===== src/rtl/main_fsm_pkg.sv =====
// Shared definitions for the multicycle control unit.
//   - state_t     : main controller state encoding
//   - ctrl_t      : bundle of all controller outputs
//   - select encodings for adr_src, result_src, alu_src_a, alu_src_b, alu_op
//   - the nine legal opcodes and the ALU control codes produced by alu_dec
package main_fsm_pkg;

  typedef enum logic [3:0] {
    StFetch,
    StDecode,
    StMemAdr,
    StMemRead,
    StMemWb,
    StMemWrite,
    StExecuteR,
    StExecuteI,
    StAluWb,
    StBeq,
    StJal,
    StJalr,
    StLui,
    StAuipc,
    StTrap
  } state_t;

  // adr_src
  localparam logic       AdrPc        = 1'b0;
  localparam logic       AdrResult    = 1'b1;
  // result_src
  localparam logic [1:0] ResAluOut    = 2'b00;
  localparam logic [1:0] ResData      = 2'b01;
  localparam logic [1:0] ResAluResult = 2'b10;
  // alu_src_a
  localparam logic [1:0] SrcAPc       = 2'b00;
  localparam logic [1:0] SrcAOldPc    = 2'b01;
  localparam logic [1:0] SrcARs1      = 2'b10;
  localparam logic [1:0] SrcAZero     = 2'b11;
  // alu_src_b
  localparam logic [1:0] SrcBRs2      = 2'b00;
  localparam logic [1:0] SrcBImm      = 2'b01;
  localparam logic [1:0] SrcBFour     = 2'b10;
  // alu_op
  localparam logic [1:0] AluOpAdd     = 2'b00;
  localparam logic [1:0] AluOpSub     = 2'b01;
  localparam logic [1:0] AluOpFunct   = 2'b10;

  // Legal opcodes
  localparam logic [6:0] OpLoad   = 7'b0000011;
  localparam logic [6:0] OpStore  = 7'b0100011;
  localparam logic [6:0] OpRtype  = 7'b0110011;
  localparam logic [6:0] OpItype  = 7'b0010011;
  localparam logic [6:0] OpBeq    = 7'b1100011;
  localparam logic [6:0] OpJal    = 7'b1101111;
  localparam logic [6:0] OpJalr   = 7'b1100111;
  localparam logic [6:0] OpLui    = 7'b0110111;
  localparam logic [6:0] OpAuipc  = 7'b0010111;

  // ALU control codes
  localparam logic [2:0] AluCtrlAdd = 3'b000;
  localparam logic [2:0] AluCtrlSub = 3'b001;
  localparam logic [2:0] AluCtrlAnd = 3'b010;
  localparam logic [2:0] AluCtrlOr  = 3'b011;
  localparam logic [2:0] AluCtrlXor = 3'b100;
  localparam logic [2:0] AluCtrlSlt = 3'b101;

  typedef struct packed {
    logic       pc_update;
    logic       branch;
    logic       reg_write;
    logic       mem_write;
    logic       ir_write;
    logic       adr_src;
    logic [1:0] result_src;
    logic [1:0] alu_src_a;
    logic [1:0] alu_src_b;
    logic [1:0] alu_op;
    logic       halted;
    logic       instr_done;
  } ctrl_t;

endpackage


===== src/rtl/main_fsm.sv =====
// Multicycle RISC-V main controller. Moore-style decode of the state register,
// with mem_ready gating fetch strobes and the store completion pulse.
//   clk, rst_n              clock, asynchronous active-low reset
//   op                      opcode field of the instruction register
//   mem_ready               memory access completes this cycle
//   pc_update, branch       PC write requests
//   reg_write, mem_write    register-file / data-memory writes
//   ir_write                instruction-register load
//   adr_src, result_src     address / result mux selects
//   alu_src_a, alu_src_b    ALU operand selects
//   alu_op                  ALU operation class (decoded by alu_dec)
//   halted                  illegal-opcode trap active
//   instr_done              pulse on the last cycle of each instruction
module main_fsm
  import main_fsm_pkg::*;
(
  input  logic       clk,
  input  logic       rst_n,
  input  logic [6:0] op,
  input  logic       mem_ready,
  output logic       pc_update,
  output logic       branch,
  output logic       reg_write,
  output logic       mem_write,
  output logic       ir_write,
  output logic       adr_src,
  output logic [1:0] result_src,
  output logic [1:0] alu_src_a,
  output logic [1:0] alu_src_b,
  output logic [1:0] alu_op,
  output logic       halted,
  output logic       instr_done
);

  state_t state_q;
  ctrl_t  ctrl;

  always_ff @(posedge clk or negedge rst_n) begin
    if (!rst_n) begin
      state_q <= StFetch;
    end else begin
      case (state_q)
        StFetch:    if (mem_ready) state_q <= StDecode;
        StDecode: begin
          case (op)
            OpLoad, OpStore: state_q <= StMemAdr;
            OpRtype:         state_q <= StExecuteR;
            OpItype:         state_q <= StExecuteI;
            OpBeq:           state_q <= StBeq;
            OpJal:           state_q <= StJal;
            OpJalr:          state_q <= StJalr;
            OpLui:           state_q <= StLui;
            OpAuipc:         state_q <= StAuipc;
            default:         state_q <= StTrap;
          endcase
        end
        StMemAdr:   state_q <= op[5] ? StMemWrite : StMemRead;
        StMemRead:  if (mem_ready) state_q <= StMemWb;
        StMemWrite: if (mem_ready) state_q <= StFetch;
        StExecuteR, StExecuteI, StLui, StAuipc, StJal: state_q <= StAluWb;
        // JALR computes the target, then reuses JAL to write PC and link.
        StJalr:     state_q <= StJal;
        StMemWb, StAluWb, StBeq: state_q <= StFetch;
        StTrap:     state_q <= StTrap;
        default:    state_q <= StFetch;
      endcase
    end
  end

  always_comb begin
    ctrl = '0;
    case (state_q)
      StFetch: begin
        ctrl.adr_src    = AdrPc;
        ctrl.ir_write   = mem_ready;
        ctrl.pc_update  = mem_ready;
        ctrl.alu_src_b  = SrcBFour;
        ctrl.result_src = ResAluResult;
      end
      StDecode: begin
        ctrl.alu_src_a = SrcAOldPc;
        ctrl.alu_src_b = SrcBImm;
      end
      StMemAdr: begin
        ctrl.alu_src_a = SrcARs1;
        ctrl.alu_src_b = SrcBImm;
      end
      StMemRead:  ctrl.adr_src = AdrResult;
      StMemWb: begin
        ctrl.result_src = ResData;
        ctrl.reg_write  = 1'b1;
        ctrl.instr_done = 1'b1;
      end
      StMemWrite: begin
        ctrl.adr_src    = AdrResult;
        ctrl.mem_write  = 1'b1;
        ctrl.instr_done = mem_ready;
      end
      StExecuteR: begin
        ctrl.alu_src_a = SrcARs1;
        ctrl.alu_op    = AluOpFunct;
      end
      StExecuteI: begin
        ctrl.alu_src_a = SrcARs1;
        ctrl.alu_src_b = SrcBImm;
        ctrl.alu_op    = AluOpFunct;
      end
      StAluWb: begin
        ctrl.reg_write  = 1'b1;
        ctrl.instr_done = 1'b1;
      end
      StBeq: begin
        ctrl.alu_src_a  = SrcARs1;
        ctrl.alu_op     = AluOpSub;
        ctrl.branch     = 1'b1;
        ctrl.instr_done = 1'b1;
      end
      StJal: begin
        ctrl.alu_src_a = SrcAOldPc;
        ctrl.alu_src_b = SrcBFour;
        ctrl.pc_update = 1'b1;
      end
      StJalr: begin
        ctrl.alu_src_a = SrcARs1;
        ctrl.alu_src_b = SrcBImm;
      end
      StLui: begin
        ctrl.alu_src_a = SrcAZero;
        ctrl.alu_src_b = SrcBImm;
      end
      StAuipc: begin
        ctrl.alu_src_a = SrcAOldPc;
        ctrl.alu_src_b = SrcBImm;
      end
      StTrap:  ctrl.halted = 1'b1;
      default: ctrl = '0;
    endcase
    // Reset parks the state in FETCH, whose selects are non-zero; force every
    // output low while reset is held so nothing downstream sees a fetch.
    if (!rst_n) begin
      ctrl = '0;
    end
  end

  assign pc_update  = ctrl.pc_update;
  assign branch     = ctrl.branch;
  assign reg_write  = ctrl.reg_write;
  assign mem_write  = ctrl.mem_write;
  assign ir_write   = ctrl.ir_write;
  assign adr_src    = ctrl.adr_src;
  assign result_src = ctrl.result_src;
  assign alu_src_a  = ctrl.alu_src_a;
  assign alu_src_b  = ctrl.alu_src_b;
  assign alu_op     = ctrl.alu_op;
  assign halted     = ctrl.halted;
  assign instr_done = ctrl.instr_done;

endmodule


===== config.mk =====
export PLATFORM = sky130hd
export DESIGN_NAME = main_fsm
export DESIGN_NICKNAME = d
export VERILOG_FILES = /design/src/rtl/main_fsm_pkg.sv /design/src/rtl/main_fsm.sv
export SDC_FILE = /design/constraint.sdc
export NUM_CORES = 1
export LEC_CHECK = 0
export ABC_AREA = 1
export CORE_MARGIN = 2
export CORE_UTILIZATION = 37
export DETAILED_ROUTE_END_ITERATION = 10
export PLACE_DENSITY = 0.76
export SETUP_SLACK_MARGIN = 0.2
export SYNTH_ARGS = -nofsm -noshare
export SYNTH_HDL_FRONTEND = slang
export SYNTH_SLANG_ARGS = --single-unit

===== constraint.sdc =====
create_clock -name clk -period 1.35 [get_ports clk]
set_input_delay 0.405 -clock clk [delete_from_list [all_inputs] [get_ports clk]]
set_output_delay 0.405 -clock clk [all_outputs]
set_load 0.02 [all_outputs]

==> results.json, run 1 <==
{
  "synth_common_cells": "28 x nand2_1, 14 x nor2_1, 13 x inv_1",
  "cts_made_buffers": 3,
  "chipHeight_um": 44.4,
  "yosys_warnings": 0,
  "synth_top_area_cell": "nand2_1",
  "synth_adder_area_share": 0,
  "lastStage": "4_1_cts",
  "cts_root_buf": "clkbuf_4",
  "synth_cells": 109,
  "tool.error": "[ERROR DPL-0033] detailed placement checks failed during check placement.",
  "ctsHoldBuffers": 0,
  "yosysSeqAreaShare": 0.166,
  "synth_nets": 119,
  "place_area_sq_um": 1300,
  "synth_compound_area_frac": 0.199,
  "synthSimpleGateAreaFrac": 0.487,
  "yosys-top-cells-area": "nand2_1 17%, dfrtp_1 17%, nor2_1 8.7%, inv_1 8.1%, nand3_1 7.5%",
  "syn_area_sq_um": 604,
  "ys.flop_type": "dfrtp_1",
  "gp_congestion": 0.904,
  "cts_setup_buffers": 10,
  "async_flop_share": 1.00,
  "synth_top_family_by_area": "simple AND/OR/NAND/NOR gates",
  "synth_xor_area_frac": 0,
  "synth.area.mux_share": 0,
  "rows": 14,
  "synth_cell_types": 21,
  "synthMostInstantiatedCell": "nand2_1",
  "port_buffers": 25,
  "status": "did not finish",
  "netlist.area_leader.share": 0.174,
  "clockBufferDepth": 2,
  "cts_sinks": 4,
  "hpwl_mm": 2.08,
  "avgSynthCellArea_sq_um": 5.54,
  "cts.htree.levels": 1,
  "ys_seq_elements": 4,
  "synth_edf_count": 0,
  "die_w_um": 44.4,
  "ctsResizeCount": 123,
  "start_util": 0.397,
  "pin_count": 26
}
## through the flow
stage                     hold WS [ns]  instances  setup TNS (ns)  worst slack [ns]
after floorplan                  0.109        109           -2.09            -0.312
after global placement           0.666        183          -16.66             -1.05
after detailed placement         0.661        183          -17.44             -1.08
## kinds of logic after synthesis
kind of cell	Yosys count
buffers and inverters	24
AO/OA/AOI/OAI	18
AND/OR/NAND/NOR	63
flip-flops	4
==> inputs of run 2 (changes only) <==
--- a/config.mk
+++ b/config.mk
@@ -6,11 +6,10 @@
 export NUM_CORES = 1
 export LEC_CHECK = 0
 export ABC_AREA = 1
-export CORE_MARGIN = 2
-export CORE_UTILIZATION = 37
+export CORE_AREA = 2 2 63 65
 export DETAILED_ROUTE_END_ITERATION = 10
-export PLACE_DENSITY = 0.76
-export SETUP_SLACK_MARGIN = 0.2
+export DIE_AREA = 0 0 65 67
+export PLACE_DENSITY_LB_ADDON = 0.15
 export SYNTH_ARGS = -nofsm -noshare
 export SYNTH_HDL_FRONTEND = slang
 export SYNTH_SLANG_ARGS = --single-unit
==> constraint.sdc (replaced) <==
create_clock -name clk -period 1.8 [get_ports clk]
set_input_delay 0.54 -clock clk [delete_from_list [all_inputs] [get_ports clk]]
set_output_delay 0.54 -clock clk [all_outputs]
set_load 0.02 [all_outputs]
==> run 2 against run 1 <==
Compared with the run above: the flow now finishes, with violations (negative setup slack); synthesized cell count unchanged; area after synthesis unchanged.
==> results.json, run 2 <==
{
  "clkTransAtPathRegs_ns": 0.03,
  "fin_ws_ns": -0.139,
  "p_leak_nw": 0.678,
  "initialDrtViolationCount": 17,
  "layout_commonest_cell": "buf_4",
  "worstMarginPinSlew_ns": 0.246,
  "die_area_sq_um": 4360,
  "cts_tree": "done",
  "grt_overflow": 0,
  "yosys_warnings": 0,
  "setup_viol_count_final": 15,
  "die_w_um": 65,
  "worst_skew_pair.late_latency_ns": 0.22,
  "min_path_type": "primary input to async pin",
  "rsz0062_at_grt": "yes",
  "cts_sinks": 4,
  "drive_above_1_share": 0.591,
  "largest_reg_flops": 4,
  "diodes": 0,
  "fin_crit_sh": 1.08,
  "setup.worst_path.end_class": "output pin",
  "fmax_mhz": 516,
  "p_comb_frac": 0.778,
  "synth_cell_types": 21,
  "grt_use_total": 0.109,
  "status": "complete, but fails checks",
  "antenna_left": 0,
  "whs_ns": 0.260,
  "ys.flop_type": "dfrtp_1",
  "clockBufferDepth": 2,
  "fin_cells": 224,
  "hold_viol_final": 0,
  "critPathArrivalTime_ns": 1.40,
  "crit_required_ns": 1.26,
  "cts_made_buffers": 3,
  "synthMostInstantiatedCell": "nand2_1",
  "yosys-top-cells-area": "nand2_1 17%, dfrtp_1 17%, nor2_1 8.7%, inv_1 8.1%, nand3_1 7.5%",
  "first_pass_iters": 3,
  "violations": "negative setup slack",
  "synth_top_area_cell": "nand2_1",
  "maxSlewViolCount": 0,
  "yosysSeqAreaShare": 0.166,
  "hpwl_mm": 1.90,
  "port_buffers": 25,
  "power.share.switching": 0.452,
  "start_util": 0.168,
  "wl_per_cell_um": 10.1,
  "peakVddDrop_mv": 0.706,
  "reg_top3": "state_q x4",
  "critical_path.startpoint_type": "flop",
  "skew_ns": 0.00457,
  "p_seq_frac": 0.113,
  "synth_cells": 109,
  "top_register": "state_q",
  "layout.nets": 187,
  "power.density_nw_per_um2": 1330,
  "synth_common_cells": "28 x nand2_1, 14 x nor2_1, 13 x inv_1",
  "internal-power_uw": 995,
  "cts_root_buf": "clkbuf_8",
  "path_class": "flop to output pin",
  "layout_min_cycle_time_ns": 1.94,
  "drc": 0,
  "async_flop_share": 1.00,
  "core_sq_um": 3610,
  "setup_tns_ns": -1.70,
  "gp_congestion": 0.798,
  "ys_seq_elements": 4,
  "syn_to_final_growth_pct": 126,
  "wirelength_mm": 2.26,
  "avgViaCountPerCell": 4.08,
  "cts.htree.levels": 1,
  "antenna_found_initial": 0,
  "syn_area_sq_um": 604,
  "p_sw_uw": 822,
  "chipHeight_um": 67,
  "grt_pass1_vias": 931,
  "avgSynthCellArea_sq_um": 5.54,
  "mostFrequentLayoutCells": "41 x buf_4, 22 x nand2_1, 13 x buf_6",
  "drv_cap": 0,
  "synth_edf_count": 0,
  "max_slew_margin": 0.834,
  "netlist.area_leader.share": 0.174,
  "p_clk_frac": 0.109,
  "rows": 22,
  "synth_nets": 119,
  "pin_count": 26,
  "vias": 914,
  "place_inst": 214,
  "path_max_fanout": 4,
  "grt_max_degree": 7,
  "grt_pass1_wl_mm": 3.73
}
run 2: what timing repair did:
item	4_1_cts	5_1_grt
resized for setup	120	9
setup buffers	6	0
hold buffers	0	0
endpoints found under the setup margin	16	16
pin swaps	11	5
run 2: cell type report:
class / count / area [sq um]
clock buffer: 4 / 45.0
fill: 400 / 2240
inverter: 23 / 93.8
multi-input combinational: 81 / 504
sequential: 4 / 105
tap: 48 / 60.1
timing repair buffer: 64 / 558
run 2: final timing paths:
path | from | endpoint | slack (ns) | cells after the start
max | state_q[2]$_DFFE_PN0P_ | result_src[0] | -0.14 | 7
min | rst_n | state_q[0]$_DFFE_PN0P_ | 0.26 | 2
max reg2reg | state_q[1]$_DFFE_PN0P_ | state_q[1]$_DFFE_PN0P_ | 0.32 | 7
min reg2reg | state_q[1]$_DFFE_PN0P_ | state_q[2]$_DFFE_PN0P_ | 0.68 | 3
max in group asynchronous | rst_n | state_q[2]$_DFFE_PN0P_ | 1.41 | 2
min in group clk | state_q[1]$_DFFE_PN0P_ | state_q[2]$_DFFE_PN0P_ | 0.68 | 3
run 2: kinds of logic (layout without fill, tap and decap cells):
kind of cell	Yosys count	count (layout)	share of synthesized area
AOI/OAI and AO/OA	18	18	0.199
buffers and inverters	24	91	0.149
DFF	4	4	0.166
and+or+nand+nor	63	63	0.487
run 2: stage by stage:
| step | setup WS, ns | cell area [sq um] | util | power, mW |
|---|---|---|---|---|
| finish | -0.139 | 1370 | 0.379 | 1.82 |
| detailed placement | -0.897 | 1190 | 0.329 | 1.35 |
| global route | -0.242 | 1370 | 0.379 | 1.96 |
| CTS | -0.155 | 1340 | 0.371 | 1.77 |
| global placement | -0.866 | 1190 | 0.329 | 1.36 |
| floorplan | -0.0785 | 621 | - | 0.745 |
run 2: critical path: stages (launching register included):
cell and delay, ns:
dfrtp_2 0.42, buf_6 0.12, inv_4 0.03, nor2_4 0.14, inv_1 0.08, buf_4 0.14
nor3_2 0.10, buf_4 0.16
run 2: metal layers:
layer,part of all wire,GRT usage,vias to the layer above
met4,0.012,0.0399,0
met5,0,0,-
met1,0.47,0.135,417
met2,0.50,0.195,10
met3,0.015,0.0101,4
li1,-,-,483
run 2: power by group through the flow:
stage / clock network, mW / logic [mW] / registers (mW)
final: 0.198 / 1.41 / 0.206
after global routing: 0.214 / 1.53 / 0.214
after CTS: 0.203 / 1.37 / 0.201
after floorplan: 0 / 0.549 / 0.196
after detailed placement: 0 / 1.17 / 0.186
after global placement: 0 / 1.17 / 0.184
Power figures use the tool's default switching activity.
==> inputs of run 3 (changes only) <==
--- a/config.mk
+++ b/config.mk
@@ -9,7 +9,9 @@
 export CORE_AREA = 2 2 63 65
 export DETAILED_ROUTE_END_ITERATION = 10
 export DIE_AREA = 0 0 65 67
-export PLACE_DENSITY_LB_ADDON = 0.15
+export MAX_ROUTING_LAYER = met4
+export PLACE_DENSITY = 0.39
+export SETUP_SLACK_MARGIN = 0.05
 export SYNTH_ARGS = -nofsm -noshare
 export SYNTH_HDL_FRONTEND = slang
 export SYNTH_SLANG_ARGS = --single-unit
==> run 3 against run 2 <==
Compared with the run above: via count grew 3.3%; the flow still finishes with violations (negative setup slack); worst setup slack lost 0.038 ns; routed wire length grew 6.8%; critical endpoint is now pc_update; die area is the same; critical path depth grew 1; final area grew 5.7%; first-iteration DRC count grew 5.9%; hold slack lost 0.046 ns; total power grew 4.8%.
==> results.json, run 3 (same netlist as run 2, synthesis figures left out) <==
{
  "clockBufferDepth": 2,
  "grt_pass1_wl_mm": 3.88,
  "start_util": 0.168,
  "fmax_mhz": 506,
  "drc": 0,
  "critical_path.startpoint_type": "flop",
  "whs_ns": 0.213,
  "ctsHoldBuffers": 0,
  "grt_pass1_vias": 980,
  "peakVddDrop_mv": 0.316,
  "layout_min_cycle_time_ns": 1.98,
  "preCtsSetupSlack_ns": -0.972,
  "antenna_found_initial": 0,
  "worst_skew_pair.late_latency_ns": 0.21,
  "grt_use_total": 0.118,
  "grt_max_degree": 6,
  "mostFrequentLayoutCells": "43 x buf_4, 23 x nand2_1, 18 x buf_6",
  "max_slew_margin": 0.839,
  "pin_count": 26,
  "die_area_sq_um": 4360,
  "cts_tree": "done",
  "drv_cap": 0,
  "hpwl_mm": 1.91,
  "min_path_type": "primary input to async pin",
  "power.density_nw_per_um2": 1320,
  "setup_viol_count_final": 15,
  "die_w_um": 65,
  "violations": "negative setup slack",
  "cts_made_buffers": 3,
  "hold_viol_final": 0,
  "clkTransAtPathRegs_ns": 0.03,
  "p_total_mw": 1.90,
  "critPathArrivalTime_ns": 1.44,
  "reg_top3": "state_q x4",
  "cts.htree.levels": 1,
  "grt_overflow": 0,
  "fin_ws_ns": -0.178,
  "antenna_left": 0,
  "fin_cells": 230,
  "port_buffers": 25,
  "place_inst": 214,
  "crit_required_ns": 1.26,
  "fin_crit_sh": 1.10,
  "largest_reg_flops": 4,
  "rows": 22,
  "drive_above_1_share": 0.621,
  "chipHeight_um": 67,
  "syn_to_final_growth_pct": 139,
  "status": "complete, but fails checks",
  "wl_per_cell_um": 10.5,
  "layout.nets": 194,
  "rsz0062_at_grt": "yes",
  "diodes": 0,
  "cts_sinks": 4,
  "maxSlewViolCount": 0,
  "p_leak_nw": 0.729,
  "first_pass_iters": 4,
  "setup_tns_ns": -1.60,
  "initialDrtViolationCount": 18,
  "setup.worst_path.end_class": "output pin",
  "path_class": "flop to output pin",
  "worstMarginPinSlew_ns": 0.239,
  "cts_root_buf": "clkbuf_8",
  "vias": 944,
  "top_register": "state_q",
  "layout_commonest_cell": "buf_4",
  "wirelength_mm": 2.42,
  "path_max_fanout": 3,
  "skew_ns": 0.00306,
  "gp_congestion": 0.841,
  "avgViaCountPerCell": 4.10,
  "core_sq_um": 3610
}
run 3: cell types whose count changed in the layout (fill, tap and decap cells not counted), moves of 2 or more:
cell             delta
buf_6               +5
inv_1               -2
buf_4               +2
dlymetal6s2s_1      +2
nor2_4              +2
nor2_2              -2
inv_2               +2
clkdlybuf4s50_1     -2
run 3: final timing paths:
check / slack [ns] / end / cells after the start / start
max in group asynchronous: 1.47 / state_q[0]$_DFFE_PN0P_ / 2 / rst_n
min: 0.21 / state_q[3]$_DFFE_PN0P_ / 2 / rst_n
max reg2reg: 0.14 / state_q[0]$_DFFE_PN0P_ / 13 / state_q[2]$_DFFE_PN0P_
min reg2reg: 0.65 / state_q[0]$_DFFE_PN0P_ / 3 / state_q[0]$_DFFE_PN0P_
min in group clk: 0.65 / state_q[0]$_DFFE_PN0P_ / 3 / state_q[0]$_DFFE_PN0P_
max: -0.18 / pc_update / 8 / state_q[2]$_DFFE_PN0P_
run 3: layout make-up:
type,instances,area (sq um)
sequential,4,105
fill,404,2160
multi-input combinational,81,513
clock buffer,3,41.3
timing repair buffer,71,629
tap,48,60.1
inverter,23,95.1
run 3: through the flow:
stage,util,area [sq um]
after global placement,0.336,1210
after global routing,0.400,1440
after CTS,0.391,1410
after floorplan,-,657
final,0.400,1440
after detailed placement,0.336,1210
run 3: repair_timing:
action                                  in CTS  in global routing
pin swaps                                   12                  7
setup buffers                               13                  2
endpoints found under the setup margin      16                 17
resized for setup                          119                 11
run 3: report_power, final:
group / total [mW] / internal [mW] / switching (mW)
logic: 1.51 / 0.783 / 0.726
registers: 0.212 / 0.137 / 0.0747
clock network: 0.183 / 0.142 / 0.0405
run 3: worst max-delay path: stages (launching register included):
cell and delay [ns]:
dfrtp_2 0.44, nor2_4 0.15, inv_2 0.07, nor2_4 0.09, inv_2 0.05, nor2_4 0.11, inv_4 0.06, o21ai_4 0.12
buf_6 0.13
run 3: per-layer routing:
metal / vias up / routed length, um / GRT usage / part of all wire
met4: 0 / 0 / 0.0239 / 0
met2: 23 / 1320 / 0.233 / 0.55
li1: 493 / - / - / -
met5: - / 0 / - / 0
met1: 428 / 1010 / 0.125 / 0.42
met3: 0 / 85 / 0.0169 / 0.035
==> inputs of run 4 (changes only) <==
--- a/config.mk
+++ b/config.mk
@@ -6,11 +6,14 @@
 export NUM_CORES = 1
 export LEC_CHECK = 0
 export ABC_AREA = 1
+export ABC_CLOCK_PERIOD_IN_PS = 1800
+export CELL_PAD_IN_SITES_DETAIL_PLACEMENT = 1
+export CELL_PAD_IN_SITES_GLOBAL_PLACEMENT = 1
 export CORE_AREA = 2 2 63 65
 export DETAILED_ROUTE_END_ITERATION = 10
 export DIE_AREA = 0 0 65 67
 export MAX_ROUTING_LAYER = met4
-export PLACE_DENSITY = 0.39
+export PLACE_DENSITY = 0.54
 export SETUP_SLACK_MARGIN = 0.05
 export SYNTH_ARGS = -nofsm -noshare
 export SYNTH_HDL_FRONTEND = slang
==> constraint.sdc (replaced) <==
create_clock -name clk -period 1.8 [get_ports clk]
set_input_delay 0.36 -clock clk [delete_from_list [all_inputs] [get_ports clk]]
set_output_delay 0.36 -clock clk [all_outputs]
set_load 0.02 [all_outputs]
==> run 4 against run 3 <==
Compared with the run above: the run still ends with negative setup slack left; via count increased by 0.53%; final area decreased by 8.9%; global-route usage is 0.74 points higher; sequential share of layout area increased by 0.71 points; critical endpoint is now adr_src; largest cell class unchanged; highest routed layer unchanged.
==> results.json, run 4 (same netlist as run 2, synthesis figures left out) <==
{
  "status": "complete, but fails checks",
  "violations": "negative setup slack",
  "grt_pass1_vias": 971,
  "critical_path_buf_inv_count": 3,
  "layout_commonest_cell": "buf_4",
  "p_leak_nw": 0.672,
  "grt_pass1_wl_mm": 4.12,
  "p_comb_frac": 0.782,
  "grt_overflow": 0,
  "cts.htree.levels": 1,
  "internal-power_mw": 1.02,
  "chipHeight_um": 67,
  "mostFrequentLayoutCells": "47 x buf_4, 25 x nand2_1, 12 x inv_2",
  "slowest_stage": "dfrtp_2",
  "cts_tree": "done",
  "preCtsSetupSlack_ns": -0.537,
  "gp_congestion": 0.836,
  "maxSlewViolCount": 0,
  "cts_sinks": 4,
  "syn_to_final_growth_pct": 118,
  "start_util": 0.168,
  "ctsHoldBuffers": 0,
  "setup_viol_count_final": 3,
  "p_total_mw": 1.85,
  "hpwl_mm": 2.12,
  "max_slew_margin": 0.828,
  "crit_top_cell": "buf_4",
  "grt_max_degree": 12,
  "die_area_sq_um": 4360,
  "skew_ns": 0.00381,
  "clockBufferDepth": 2,
  "p_sw_uw": 839,
  "setup_tns_ns": -0.0471,
  "crit_family": "flip-flops",
  "critPathArrivalTime_ns": 1.46,
  "power.share.switching": 0.452,
  "fin_crit_sh": 1.01,
  "initialDrtViolationCount": 19,
  "path_class": "flop to output pin",
  "hold_viol_final": 0,
  "reg_top3": "state_q x4",
  "p_seq_frac": 0.117,
  "grt_use_total": 0.126,
  "rsz0062_at_grt": "yes",
  "die_w_um": 65,
  "first_pass_iters": 4,
  "worst_skew_pair.late_latency_ns": 0.22,
  "crit_chain": "nor2_4, buf_4, buf_4, nand2_1, a21oi_2, buf_4",
  "setup.worst_path.end_class": "output pin",
  "drv_cap": 0,
  "vias": 949,
  "fmax_mhz": 550,
  "drive_above_1_share": 0.571,
  "worstMarginPinSlew_ns": 0.258,
  "antenna_left": 0,
  "drc": 0,
  "layout.nets": 189,
  "clkTransAtPathRegs_ns": 0.03,
  "largest_reg_flops": 4,
  "cts_root_buf": "clkbuf_8",
  "crit_required_ns": 1.44,
  "critical_path.startpoint_type": "flop",
  "pin_count": 26,
  "p_clk_frac": 0.101,
  "min_path_type": "primary input to async pin",
  "cts_made_buffers": 3,
  "peakVddDrop_mv": 0.319,
  "core_sq_um": 3610,
  "avgViaCountPerCell": 4.22,
  "wl_per_cell_um": 12.3,
  "antenna_found_initial": 0,
  "path_max_fanout": 4,
  "cpPeakStageDelay_ns": 0.44,
  "wirelength_mm": 2.78,
  "fin_ws_ns": -0.0195,
  "power.density_nw_per_um2": 1410,
  "top_register": "state_q",
  "layout_min_cycle_time_ns": 1.82,
  "port_buffers": 25,
  "diodes": 0,
  "rows": 22
}
==> run 4: cell count changes in the layout (fill, tap and decap cells not counted), moves of 2 or more <==
cell and delta:
dlymetal6s2s_1 -2, inv_1 +2, nand2_2 -2, buf_6 -11
nand2_1 +2, clkdlybuf4s50_1 +3, buf_2 +2, buf_4 +4
==> run 4: layout make-up <==
type                       instances  area (sq um)
tap                               48          60.1
inverter                          23          88.8
timing repair buffer              66           536
clock buffer                       3          41.3
sequential                         4           105
multi-input combinational         81           484
fill                             471          2290
==> run 4: power groups by stage <==
stage,registers (mW),clock network (mW),logic [mW]
final,0.217,0.188,1.45
after global routing,0.226,0.202,1.56
after CTS,0.204,0.191,1.27
after detailed placement,0.196,0,1.17
after global placement,0.193,0,1.16
after floorplan,0.193,0,0.532
==> run 4: final timing paths <==
kind / from / cells past startpoint / end / slack, ns
setup / recovery: state_q[2]$_DFFE_PN0P_ / 6 / adr_src / -0.02
min in group clk: state_q[1]$_DFFE_PN0P_ / 3 / state_q[2]$_DFFE_PN0P_ / 0.69
hold / removal: rst_n / 2 / state_q[0]$_DFFE_PN0P_ / 0.24
hold reg to reg: state_q[1]$_DFFE_PN0P_ / 3 / state_q[2]$_DFFE_PN0P_ / 0.69
max in group asynchronous: rst_n / 2 / state_q[3]$_DFFE_PN0P_ / 1.44
setup reg to reg: state_q[0]$_DFFE_PN0P_ / 10 / state_q[2]$_DFFE_PN0P_ / 0.25
==> run 4: repair_timing <==
action,in CTS,in global routing
gates resized for setup,90,24
pin swaps,3,8
setup endpoints to repair,16,16
buffers inserted,4,5
gates cloned,0,0
==> run 4: per-stage QoR <==
stage	hold WS [ns]	util	instance area (sq um)	cells
after floorplan	0.0644	-	604	109
after CTS	0.248	0.335	1210	220
final	0.243	0.365	1320	225
after global placement	0.665	0.319	1150	213
after detailed placement	0.671	0.319	1150	213
after global routing	0.265	0.365	1320	225
==> run 4: metal layers <==
metal,up-vias,track usage,part of all wire
met4,0,0.0399,0
met3,0,0.00676,0.031
met1,441,0.124,0.41
li1,483,-,-
met2,25,0.260,0.56
met5,-,-,0
